==> config.mk <==
export PLATFORM = sky130hd
export DESIGN_NAME = uart_rx
export DESIGN_NICKNAME = d
export VERILOG_FILES = /design/src/rtl/uart_rx.sv
export SDC_FILE = /design/constraint.sdc
export NUM_CORES = 1
export LEC_CHECK = 0
export ABC_CLOCK_PERIOD_IN_PS = 3000
export CAP_MARGIN = 20
export CORE_ASPECT_RATIO = 0.75
export CORE_UTILIZATION = 55
export CTS_CLUSTER_SIZE = 24
export DETAILED_ROUTE_END_ITERATION = 16
export PLACE_DENSITY = 0.76
export SYNTH_ARGS = -nofsm -noshare
export SYNTH_HDL_FRONTEND = slang
export SYNTH_SLANG_ARGS = --single-unit
==> constraint.sdc <==
create_clock -name ACLK -period 3 [get_ports ACLK]
set_input_delay 0.45 -clock ACLK [delete_from_list [all_inputs] [get_ports ACLK]]
set_output_delay 0.45 -clock ACLK [all_outputs]
set_load 0.02 [all_outputs]
==> src/rtl/uart_rx.sv <==
// UART receiver: 16x oversampled start/data/parity/stop deserialiser feeding a
// one-entry receive buffer with ready, parity-error and overflow status.
module uart_rx (
    input  logic       ACLK,
    input  logic       ARESET,
    input  logic       UART_RX,
    input  logic       rx_sample_pulse,
    input  logic       data_bits,
    input  logic       parity_en,
    input  logic       parity_odd0_even1,
    input  logic       rx_data_reg_rd,
    output logic [7:0] rx_data,
    output logic       rx_data_read_valid,
    output logic       rx_ready,
    output logic       parity_err,
    output logic       overflow
);

    typedef enum logic [2:0] {StIdle, StStart, StData, StParity, StStop} state_e;

    state_e     state;
    logic       rx_meta, rx_sync;
    logic [3:0] tick_cnt;
    logic [2:0] bit_cnt;
    logic [7:0] shift_reg;
    logic       cfg_8bit, cfg_par_en, cfg_even;
    logic       par_acc, par_fail;
    logic       rd_accept;

    assign rd_accept = rx_data_reg_rd & rx_ready;

    always_ff @(posedge ACLK or posedge ARESET) begin
        if (ARESET) begin
            rx_meta <= 1'b1;
            rx_sync <= 1'b1;
        end else begin
            rx_meta <= UART_RX;
            rx_sync <= rx_meta;
        end
    end

    always_ff @(posedge ACLK or posedge ARESET) begin
        if (ARESET) begin
            state              <= StIdle;
            tick_cnt           <= 4'd0;
            bit_cnt            <= 3'd0;
            shift_reg          <= 8'h00;
            cfg_8bit           <= 1'b1;
            cfg_par_en         <= 1'b0;
            cfg_even           <= 1'b0;
            par_acc            <= 1'b0;
            par_fail           <= 1'b0;
            rx_data            <= 8'h00;
            rx_data_read_valid <= 1'b0;
            rx_ready           <= 1'b0;
            parity_err         <= 1'b0;
            overflow           <= 1'b0;
        end else begin
            rx_data_read_valid <= rd_accept;
            if (rd_accept) begin
                rx_ready   <= 1'b0;
                parity_err <= 1'b0;
                overflow   <= 1'b0;
            end

            if (rx_sample_pulse) begin
                tick_cnt <= tick_cnt + 4'd1;
                unique case (state)
                    StIdle: begin
                        if (!rx_sync) begin
                            state      <= StStart;
                            tick_cnt   <= 4'd0;
                            bit_cnt    <= 3'd0;
                            shift_reg  <= 8'h00;
                            par_acc    <= 1'b0;
                            par_fail   <= 1'b0;
                            cfg_8bit   <= data_bits;
                            cfg_par_en <= parity_en;
                            cfg_even   <= parity_odd0_even1;
                        end
                    end
                    StStart: begin
                        // Mid-bit recheck rejects short glitches on the line
                        if (tick_cnt == 4'd7) begin
                            if (!rx_sync) begin
                                state    <= StData;
                                tick_cnt <= 4'd0;
                            end else begin
                                state <= StIdle;
                            end
                        end
                    end
                    StData: begin
                        if (tick_cnt == 4'd15) begin
                            shift_reg[bit_cnt] <= rx_sync;
                            par_acc            <= par_acc ^ rx_sync;
                            bit_cnt            <= bit_cnt + 3'd1;
                            if (bit_cnt == (cfg_8bit ? 3'd7 : 3'd6)) begin
                                state <= cfg_par_en ? StParity : StStop;
                            end
                        end
                    end
                    StParity: begin
                        if (tick_cnt == 4'd15) begin
                            par_fail <= par_acc ^ rx_sync ^ ~cfg_even;
                            state    <= StStop;
                        end
                    end
                    StStop: begin
                        // Completion overrides a same-cycle read of the old character
                        if (tick_cnt == 4'd15) begin
                            state      <= StIdle;
                            rx_data    <= shift_reg;
                            rx_ready   <= 1'b1;
                            parity_err <= par_fail;
                            overflow   <= rd_accept ? 1'b0 : (overflow | rx_ready);
                        end
                    end
                    default: state <= StIdle;
                endcase
            end
        end
    end

endmodule

# --- Yosys cells after proc, flatten, opt, wreduce, memory -nomap -nowiden ---
# Cells that the tools add are included.
classes:
  reduce_logical: 9
  add_sub_neg: 2
  magnitude_cmp: 2
  n_eq_ne: 13
  bitwise: 6
  mux: 40
ops:
  columns: ["cell", "n"]
  rows:
  - ["3-bit two-way mux", 9]
  - ["1-bit two-way mux", 18]
  - ["8-bit two-way mux", 2]
  - ["8-bit one-hot mux with 2 select lines", 1]
  - ["3-bit one-hot mux with 5 select lines", 1]
  - ["2-bit != test, second input constant", 6]
  - ["8-bit bitwise mux", 1]
  - ["4-bit two-way mux", 2]
  - ["4-bit one-hot mux with 2 select lines", 1]
  - ["4-bit AND reduction", 2]
  - ["7-bit AND reduction", 1]
  - ["3-bit by 2-bit equality test with 1-bit output, second input constant", 2]
  - ["3-bit one-hot mux with 2 select lines", 1]
  - ["3-bit AND reduction", 2]
  - ["4-bit by 1-bit adder with 4-bit output, second input constant", 1]
  - ["4-bit by 3-bit equality test with 1-bit output, second input constant", 1]
  - ["4-bit equality test, second input constant", 1]
  - ["3-bit by 4-bit < comparator with 1-bit output, second input constant", 1]
  - ["1-bit one-hot mux with 2 select lines", 2]
  - ["2-bit nonzero test", 2]
  - ["3-bit by 1-bit adder with 3-bit output, second input constant", 1]
  - ["1-bit demux with 3-bit select", 1]
  - ["3-bit by 1-bit equality test with 1-bit output, second input constant", 1]
  - ["3-bit equality test", 1]
  - ["other kinds (9)", 11]
word_totals:
  regBits: 37
  out_inout_bits: 12

# --- Depth between registers and ports, before layout ---
# Gate-level depths: netlist (run 1).
depth:
  word_depth: 7
  depth_mapped: 8
  depth_no_buf: 6

# --- Worst setup path before layout (run 1) ---
# Ideal clock, no wire load.
synth_path:
  path_kind: "reg2reg"
  startpoint: "register tick_cnt[0]"
  endpoint: "register state[2]"
  t_required_ns: 2.872
  stages_incl_launch_ff: 6
  setup_time_ns: 0.128
  path_buffers: 0
  synth_period_minus_slack_ns: 1.643
  arrival_ns: 1.516
  setup_slack_ns: 1.357
  cell_sequence: "dfrtp_1 ha_1 and3_4 o31ai_1 nor3_2 mux2_1"
synth_via:
  elab_chain_cells: 3
  elab_cells_between_ends: 7
  cone_classes: "6 x eq/ne; 1 x reduce/logical"
synth_lines:
  columns: ["element", "line_no", "source"]
  rows:
  - ["start: declaration", "23", "logic [3:0] tick_cnt;"]
  - ["start signal: assignment", "67", "tick_cnt <= tick_cnt + 4'd1;"]
  - ["4-bit equality test / 4-bit by 3-bit equality test with 1-bit output (equally long branches)", null, null]
  - ["2-bit != test (no line)", null, null]
  - ["7-bit AND reduction (no line) (*)", null, null]
  - ["end signal: assignment", "99", "state <= cfg_par_en ? StParity : StStop;"]
  - ["end signal: assignment", "106", "state <= StStop;"]
  - ["end signal: assignment", "112", "state <= StIdle;"]
  - ["end: declaration", "21", "state_e state;"]
# Mark *: on every way between the ends. The rest lies on a longest branch, timed or not.
# A chain may end at the register's enable or synchronous reset.

# --- Final worst setup path (run 1) ---
layout_path:
  startpoint: "input rx_sample_pulse"
  endpoint: "register shift_reg[7]"
layout_via:
  elab_chain_cells: 1
layout_lines:
  columns: ["element", "line_no", "source"]
  rows:
  - ["start: declaration", "7", "input logic rx_sample_pulse,"]
  - ["4-bit AND reduction (no line)", null, null]
  - ["end signal: indexed assignment", "95", "shift_reg[bit_cnt] <= rx_sync;"]
  - ["end: declaration", "25", "logic [7:0] shift_reg;"]
# Every way passes these cells.

==> results.yml, run 1 <==
setup_path:
  critPathBufInv: 1
  arrival_ns: 2.28
  slowest_stage: "clkdlybuf4s50_1"
  endpoint_kind: "flip-flop"
  regToRegSetupSlack_ns: 0.93
  path_max_fanout: 17
  max_stage_delay_ns: 0.66
  cp.required_ns: 3.20
  start_kind: "input pin"
  critPathTopFamily: "simple AND/OR/NAND/NOR gates"
  critPathKind: "in -> reg"
  path_cells: "clkdlybuf4s50_1 > o41ai_2 > or2_1 > or3_1 > o31ai_1"
power:
  pwr-share-clk_pct: 22.2
  pwr-share-comb_pct: 30.5
  power_frac_seq_pct: 47.3
  switching_power_mw: 0.598
  power.internal_mw: 1.02
  power_leakage_nw: 0.910
  switching_share_pct: 37.0
  powerDensity_nw_per_um2: 772
  vdd_drop_max_mv: 0.567
clocking:
  clk_path_buf_depth: 2
  post_cts_resize_count: 0
  clk-insertion-delay-late_ns: 0.29
  cts_tree: "done"
  cts.sinks: 37
  hold_buffers: 0
  cts_made_buffers: 5
  cts_max_level: 2
  cts_post_setup_buffers_inserted: 0
  clockRootBuffer: "clkbuf_8"
  path_clk_slew_ns: 0.07
routing:
  wl_per_cell_um: 14.5
  drt-met1-wl_um: 1630
  wl_um: 3340
  route.met3.wl_um: 178
  viasPerCell: 5.70
  drt_pass1_iterations: 5
  vias: 1311
  routed-wl-met2_um: 1470
  drc: 0
  drtIter0Drc: 36
  ant_nets: 0
  highest_layer: "met4"
floorplanning:
  core_area_um2: 3040
  die_h_um: 51.8
  core.rowCount: 17
  die_w_um: 68.4
  die_area_um2: 3540
  pin_count: 20
  start_util_pct: 59.7
sta:
  finClkSkew_ns: 0.00734
  maxSlewViolCount: 0
  fmax_mhz: 481
  setup_viol: 0
  grt_setup_unrepaired: "no"
  period_minus_slack_ns: 2.08
  tns_ns: 0
  timing.final.crit_share_pct: 69.3
  relSlewSlack_pct: 63.7
  holdWs_ns: 0.368
  worst_slew_pin_slew_ns: 0.537
  hold_viol: 0
final_layout:
  areaGrowthSynthToFinish_pct: 15.2
  diodes: 0
  instances_no_fill: 230
  nets: 201
  drive_gt1_share_pct: 15.1
synthesis:
  synth_edf_count: 0
  synth_top_area_share_pct: 46.8
  synth_area_um2: 1820
  synth_cell_types: 41
  synth_nets: 183
  yosysMostFrequentCell: "dfrtp_1"
  yosysTopAreaCell: "dfrtp_1"
  syn_avg_cell_area_um2: 10.5
  synth-seq-cells: 37
  synthFlopType: "dfrtp_1"
  seq_area_frac_synth_pct: 51.2
  ys_top_cells_by_area: "dfrtp_1, mux2_2, dfstp_2"
  synth_common_cells: "dfrtp_1, nor2_1, nand2_1"
  yosysWarnings: 0
  async_reset_ff_share_pct: 100
  synthCells: 173
status:
  status: "finished, final reports clean"
grt:
  grt_max_degree: 38
  grt_use_total_pct: 22.3
  overflow: 0
  grt_pass1_vias: 1206
  grt_pass1_wl_um: 5460
  antenna_found_initial: 0
hold_path:
  hp-class: "reg -> reg"
placement:
  portBuffers: 19
  place.gp.congestion: 0.861
  dpl.cell_count: 222
  hpwl_um: 2320
job:
  cap_viol_max_count: 0
-- power by group through the flow --
stage	logic (mW)	registers, mW	clock network, mW
2_1_floorplan	0.484	0.689	0
3_3_place_gp	0.469	0.760	0
3_5_place_dp	0.491	0.772	0
4_1_cts	0.495	0.762	0.364
5_1_grt	0.549	0.785	0.390
6_report	0.493	0.765	0.359
-- worst paths after layout --
| kind | cells past startpoint | endpoint | start |
|---|---|---|---|
| max in group asynchronous | 3 | rx_sync | ARESET |
| hold / removal | 0 | rx_sync | rx_meta |
| min in group asynchronous | 3 | rx_data_read_valid | ARESET |
| setup / recovery | 5 | shift_reg[7] | rx_sample_pulse |
| setup reg to reg | 4 | shift_reg[7] | state[2] |
| hold reg to reg | 0 | rx_sync | rx_meta |
-- layer usage --
metal  track usage (%)  up-vias
met1              30.6      625
met4              9.38        0
met3              8.55        9
li1                  -      637
met5                 0        -
met2              31.2       40
-- worst register-to-register path, cell delays in order, from the launching register on --
cell	delay, ns
dfrtp_1	0.57
o41ai_2	0.59
or2_1	0.51
or3_1	0.21
o31ai_1	0.07
-- cell families after synthesis --
group | Yosys count | synth area share [%]
XOR/XNOR | 8 | 3.86
adder cells (fa/ha/maj) | 2 | 1.38
flip-flops | 37 | 51.2
AND/OR/NAND/NOR | 54 | 15.6
AO/OA/AOI/OAI | 36 | 12.9
buffers and inverters | 21 | 5.92
multiplexers | 15 | 9.16
-- area by class of cell --
class / instances / area [um2]
sequential: 37 / 930
fill: 226 / 948
multi-input combinational: 115 / 779
inverter: 11 / 41.3
timing repair buffer: 21 / 205
tap: 38 / 47.5
clock buffer: 8 / 90.1
-- placed cells by master, fill, tap and decap left out, types with 3 or more instances in the layout --
| cell type | n |
|---|---|
| a21oi_1 | 5 |
| clkbuf_8 | 6 |
| clkdlybuf4s50_1 | 19 |
| dfrtp_1 | 34 |
| dfstp_2 | 3 |
| inv_1 | 11 |
| mux2_2 | 12 |
| nand2_1 | 14 |
| nor2_1 | 17 |
| nor3_1 | 6 |
| o21ai_0 | 5 |
| o21ai_1 | 9 |
| o22ai_1 | 3 |
| o31ai_1 | 7 |
| xnor2_1 | 4 |
| xor2_1 | 4 |
-- metrics by stage --
step / setup slack (ns) / power, mW / util [%] / area [um2]
5_1_grt: 0.748 / 1.72 / 68.8 / 2090
3_5_place_dp: 0.642 / 1.26 / 65.9 / 2000
6_report: 0.920 / 1.62 / 68.8 / 2090
4_1_cts: 0.963 / 1.62 / 68.8 / 2090
3_3_place_gp: 0.702 / 1.23 / 65.9 / 2000
2_1_floorplan: 1.36 / 1.17 / - / 1820
Note: power is estimated with default switching activity, not from simulation.
==> inputs of run 2 (changes only) <==
--- a/config.mk
+++ b/config.mk
@@ -5,7 +5,7 @@
 export SDC_FILE = /design/constraint.sdc
 export NUM_CORES = 1
 export LEC_CHECK = 0
-export ABC_CLOCK_PERIOD_IN_PS = 3000
+export ABC_CLOCK_PERIOD_IN_PS = 2020
 export CAP_MARGIN = 20
 export CORE_ASPECT_RATIO = 0.75
 export CORE_UTILIZATION = 55
==> constraint.sdc (replaced) <==
create_clock -name ACLK -period 2.02 [get_ports ACLK]
set_input_delay 0.303 -clock ACLK [delete_from_list [all_inputs] [get_ports ACLK]]
set_output_delay 0.303 -clock ACLK [all_outputs]
set_load 0.02 [all_outputs]
==> results.yml, run 2 (synthesized netlist as in run 1, its figures left out) <==
setup_path:
  critPathKind: "reg -> reg"
  reg2reg_from: "state[0]"
  arrival_ns: 2.05
  critPathCapture: "bit_cnt[0]"
  regToRegSetupSlack_ns: 0.14
  r2r-end: "bit_cnt[0]"
  start_kind: "flip-flop"
  startpoint: "state[0]"
  path_max_fanout: 10
  endpoint_kind: "flip-flop"
  cp.required_ns: 2.20
  rr_worst_depth: 5
grt:
  grt_use_met1_pct: 32.7
  overflow: 0
  grt_use_total_pct: 24.2
  grt_pass1_vias: 1298
  grt_pass1_wl_um: 6040
  antenna_found_initial: 0
  grt_util_met2_pct: 37.9
  grt_use_met3_pct: 6.58
  top_usage_layer: "met2"
  grt_max_degree: 38
final_layout:
  seq_area_um2: 930
  final_common_cell: "dfrtp_1"
  areaGrowthSynthToFinish_pct: 19.6
  instances_no_fill: 241
  final_core_util_pct: 71.4
  nets: 212
  layout_common_cells: "dfrtp_1, clkdlybuf4s50_1, nor2_1"
  multi_input_area_um2: 779
  fin_area_um2: 2170
  diodes: 0
  drive_gt1_share_pct: 20.7
  fillers: 234
clocking:
  cts_made_buffers: 5
  cts.sinks: 37
  path_clk_slew_ns: 0.07
  clockRootBuffer: "clkbuf_8"
  clk_path_buf_depth: 2
  cts_post_setup_buffers_inserted: 0
  cts_max_level: 2
  cts_tree: "done"
  post_cts_resize_count: 0
  hold_buffers: 0
  clk-insertion-delay-late_ns: 0.29
status:
  status: "finished, final reports clean"
routing:
  viasPerCell: 5.80
  wl_per_cell_um: 14.9
  vias: 1398
  wl_um: 3590
  ant_nets: 0
  drt_pass1_iterations: 4
  drc: 0
  drtIter0Drc: 101
placement:
  hpwl_um: 2660
  place_area_um2: 2090
  portBuffers: 19
  dpl.cell_count: 233
  place.gp.congestion: 0.833
  pre_cts_ws_ns: 0.0979
power:
  switching_share_pct: 37.3
  switching_power_mw: 0.925
  power.internal_mw: 1.55
  power_frac_seq_pct: 43.6
  pwr-share-comb_pct: 36.4
  pwr-share-clk_pct: 20.0
  power_leakage_nw: 0.964
  vdd_drop_max_mv: 0.725
  powerDensity_nw_per_um2: 1140
sta:
  tns_ns: 0
  grt_setup_unrepaired: "no"
  timing.final.crit_share_pct: 92.8
  fin_ws_ns: 0.145
  fmax_mhz: 533
  relSlewSlack_pct: 65.3
  hold_viol: 0
  worst_slew_pin_slew_ns: 0.515
  period_minus_slack_ns: 1.88
  setup_viol: 0
  finClkSkew_ns: 0.00804
  maxSlewViolCount: 0
floorplanning:
  die_area_um2: 3540
  start_util_pct: 59.7
  die_w_um: 68.4
  core_area_um2: 3040
  die_h_um: 51.8
  core.rowCount: 17
  pin_count: 20
hold_path:
  hold_depth: 0
  hp-class: "reg -> reg"
job:
  cap_viol_max_count: 0
run 2: cell type report:
class | instances | area share [%]
flip-flops and latches | 37 | 42.8
multi-input cells | 115 | 35.9
repair buffers | 32 | 13.2
clock buffers | 5 | 3.17
well taps | 38 | 2.19
inverters | 11 | 1.90
clock inverters | 3 | 0.806
run 2: routing by layer:
metal	wire length (um)	share of wire, %	vias to the layer above
met2	1690	47	40
met5	0	0	-
li1	-	-	661
met4	32	0.89	0
met3	190	5.3	3
met1	1680	47	694
run 2: power by group through the flow:
stage	clock network, mW	logic (mW)	registers [mW]
after floorplan	0	0.719	1.02
after global placement	0	0.858	1.07
after detailed placement	0	0.900	1.09
after CTS	0.506	0.904	1.08
after global routing	0.535	1.01	1.10
final	0.496	0.902	1.08
run 2: worst min-delay path by stage:
stage | start | endpoint | slack, ns
after floorplan | UART_RX | rx_meta | 0.31
after global placement | rx_meta | rx_sync | 0.35
after detailed placement | rx_meta | rx_sync | 0.35
after CTS | rx_meta | rx_sync | 0.36
after global routing | rx_meta | rx_sync | 0.37
final | rx_meta | rx_sync | 0.36
run 2: metrics by stage:
step / power [mW] / hold slack [ns]
2_1_floorplan: 1.74 / 0.307
3_3_place_gp: 1.93 / 0.348
3_5_place_dp: 1.99 / 0.350
4_1_cts: 2.49 / 0.360
5_1_grt: 2.64 / 0.369
6_report: 2.48 / 0.361
run 2: critical path: stages, from the launching register on:
cell and delay (ns):
dfrtp_1 0.53, o41ai_2 0.59, or2_1 0.25, buf_4 0.18
nor3_1 0.06, a21o_1 0.16
==> inputs of run 3 (changes only) <==
--- a/config.mk
+++ b/config.mk
@@ -5,7 +5,7 @@
 export SDC_FILE = /design/constraint.sdc
 export NUM_CORES = 1
 export LEC_CHECK = 0
-export ABC_CLOCK_PERIOD_IN_PS = 2020
+export ABC_CLOCK_PERIOD_IN_PS = 1800
 export CAP_MARGIN = 20
 export CORE_ASPECT_RATIO = 0.75
 export CORE_UTILIZATION = 55
==> constraint.sdc (replaced) <==
create_clock -name ACLK -period 1.8 [get_ports ACLK]
set_input_delay 0.27 -clock ACLK [delete_from_list [all_inputs] [get_ports ACLK]]
set_output_delay 0.27 -clock ACLK [all_outputs]
set_load 0.02 [all_outputs]
==> results.yml, run 3 (synthesized netlist as in run 1, its figures left out) <==
routing:
  viasPerCell: 5.58
  drt_pass1_iterations: 4
  wl_um: 3510
  drc: 0
  vias: 1379
  wl_per_cell_um: 14.2
  drtIter0Drc: 76
  ant_nets: 0
placement:
  portBuffers: 19
  dpl.cell_count: 239
  hpwl_um: 2610
  place_area_um2: 2130
  place.gp.congestion: 0.871
clocking:
  cts_tree: "done"
  clk-insertion-delay-late_ns: 0.28
  cts_max_level: 2
  cts_post_setup_buffers_inserted: 0
  cts_made_buffers: 5
  cts.sinks: 37
  clk_path_buf_depth: 2
  path_clk_slew_ns: 0.07
  hold_buffers: 0
  clockRootBuffer: "clkbuf_8"
grt:
  overflow: 0
  antenna_found_initial: 0
  grt_pass1_vias: 1387
  grt_pass1_wl_um: 6150
  grt_max_degree: 38
  grt_use_total_pct: 24.3
power:
  powerDensity_nw_per_um2: 1270
  vdd_drop_max_mv: 0.736
  power_leakage_nw: 0.996
  p_total_mw: 2.83
sta:
  grt_setup_unrepaired: "no"
  worst_slew_pin_slew_ns: 0.446
  timing.final.crit_share_pct: 95.3
  hold_viol: 0
  relSlewSlack_pct: 70.3
  fmax_mhz: 583
  maxSlewViolCount: 0
  period_minus_slack_ns: 1.72
  setup_viol: 0
  finClkSkew_ns: 0.00669
setup_path:
  start_kind: "flip-flop"
  arrival_ns: 1.91
  endpoint_kind: "flip-flop"
  path_cells: "ha_2 > and3_4 > o21ai_1 > or2_1 > or3_1 > a21oi_1"
  cp.required_ns: 1.99
  max_stage_delay_ns: 0.39
  path_max_fanout: 5
  critPathKind: "reg -> reg"
  slowest_stage: "dfrtp_1"
final_layout:
  diodes: 0
  layout_common_cells: "dfrtp_1, clkdlybuf4s50_1, buf_4"
  fin_area_um2: 2230
  drive_gt1_share_pct: 25.4
  final_common_cell: "dfrtp_1"
  final_core_util_pct: 73.5
  areaGrowthSynthToFinish_pct: 23.0
  seq_area_um2: 932
  multi_input_area_um2: 795
  instances_no_fill: 247
  nets: 218
  fillers: 225
hold_path:
  hp-class: "reg -> reg"
floorplanning:
  die_area_um2: 3540
  core.rowCount: 17
  start_util_pct: 59.7
  core_area_um2: 3040
  pin_count: 20
  die_h_um: 51.8
  die_w_um: 68.4
job:
  cap_viol_max_count: 0
status:
  status: "finished, final reports clean"
[run 3: cell count changes in the layout (fill, tap and decap cells not counted), sizes merged]
cell	delta
clkinvlp	-1
buf	+6
clkbuf	+1
[run 3: stage by stage]
step	hold slack [ns]	setup WS, ns	TNS (ns)
after floorplan	0.274	0.157	0
after global placement	0.347	0.0425	0
after detailed placement	0.356	-0.00851	-0.00851
after CTS	0.369	0.0811	0
after global routing	0.367	0.0120	0
final	0.363	0.0839	0
[run 3: worst max-delay path: cells and delay by family (launching register included)]
kind                     cells  cell delay [ns]
AND/OR/NAND/NOR              3             0.80
flip-flops                   1             0.39
AO/OA/AOI/OAI                2             0.23
adder cells (fa/ha/maj)      1             0.21
[run 3: layout make-up]
type                            count  share of cell area [%]
Clock inverter                      2                   0.448
Tap cell                           38                    2.13
Clock buffer                        6                    3.25
Timing Repair Buffer               38                    15.1
Multi-Input combinational cell    115                    35.6
Sequential cell                    37                    41.7
Inverter                           11                    1.85
[run 3: power breakdown]
part	internal, mW	total (mW)	switching [mW]	leakage [nW]
logic	0.517	1.09	0.574	0.466
registers	1.01	1.20	0.186	0.485
clock network	0.268	0.539	0.271	0.0450
[run 3: routing by layer]
| metal | part of all wire [%] | track usage (%) |
|---|---|---|
| met1 | 46 | 32.3 |
| met3 | 5.6 | 8.33 |
| met4 | 0.83 | 6.60 |
| met2 | 47 | 37.7 |
| met5 | 0 | 0 |
[run 3: worst paths after layout]
path                                  start         end  slack, ns  depth (start not counted)
min in group asynchronous            ARESET  rx_data[7]       0.38                          3
worst min register to register      rx_meta     rx_sync       0.36                          0
worst max-delay path            tick_cnt[0]  bit_cnt[2]       0.08                          6
worst min-delay path                rx_meta     rx_sync       0.36                          0
worst max register to register  tick_cnt[0]  bit_cnt[2]       0.08                          6
max in group asynchronous            ARESET     rx_meta       1.06                          3
[run 3: repair_timing]
action | CTS | global route
cloned | 0 | 0
pin swaps | 0 | 0
gates resized for setup | 1 | 8
endpoints found under the setup margin | 1 | 11
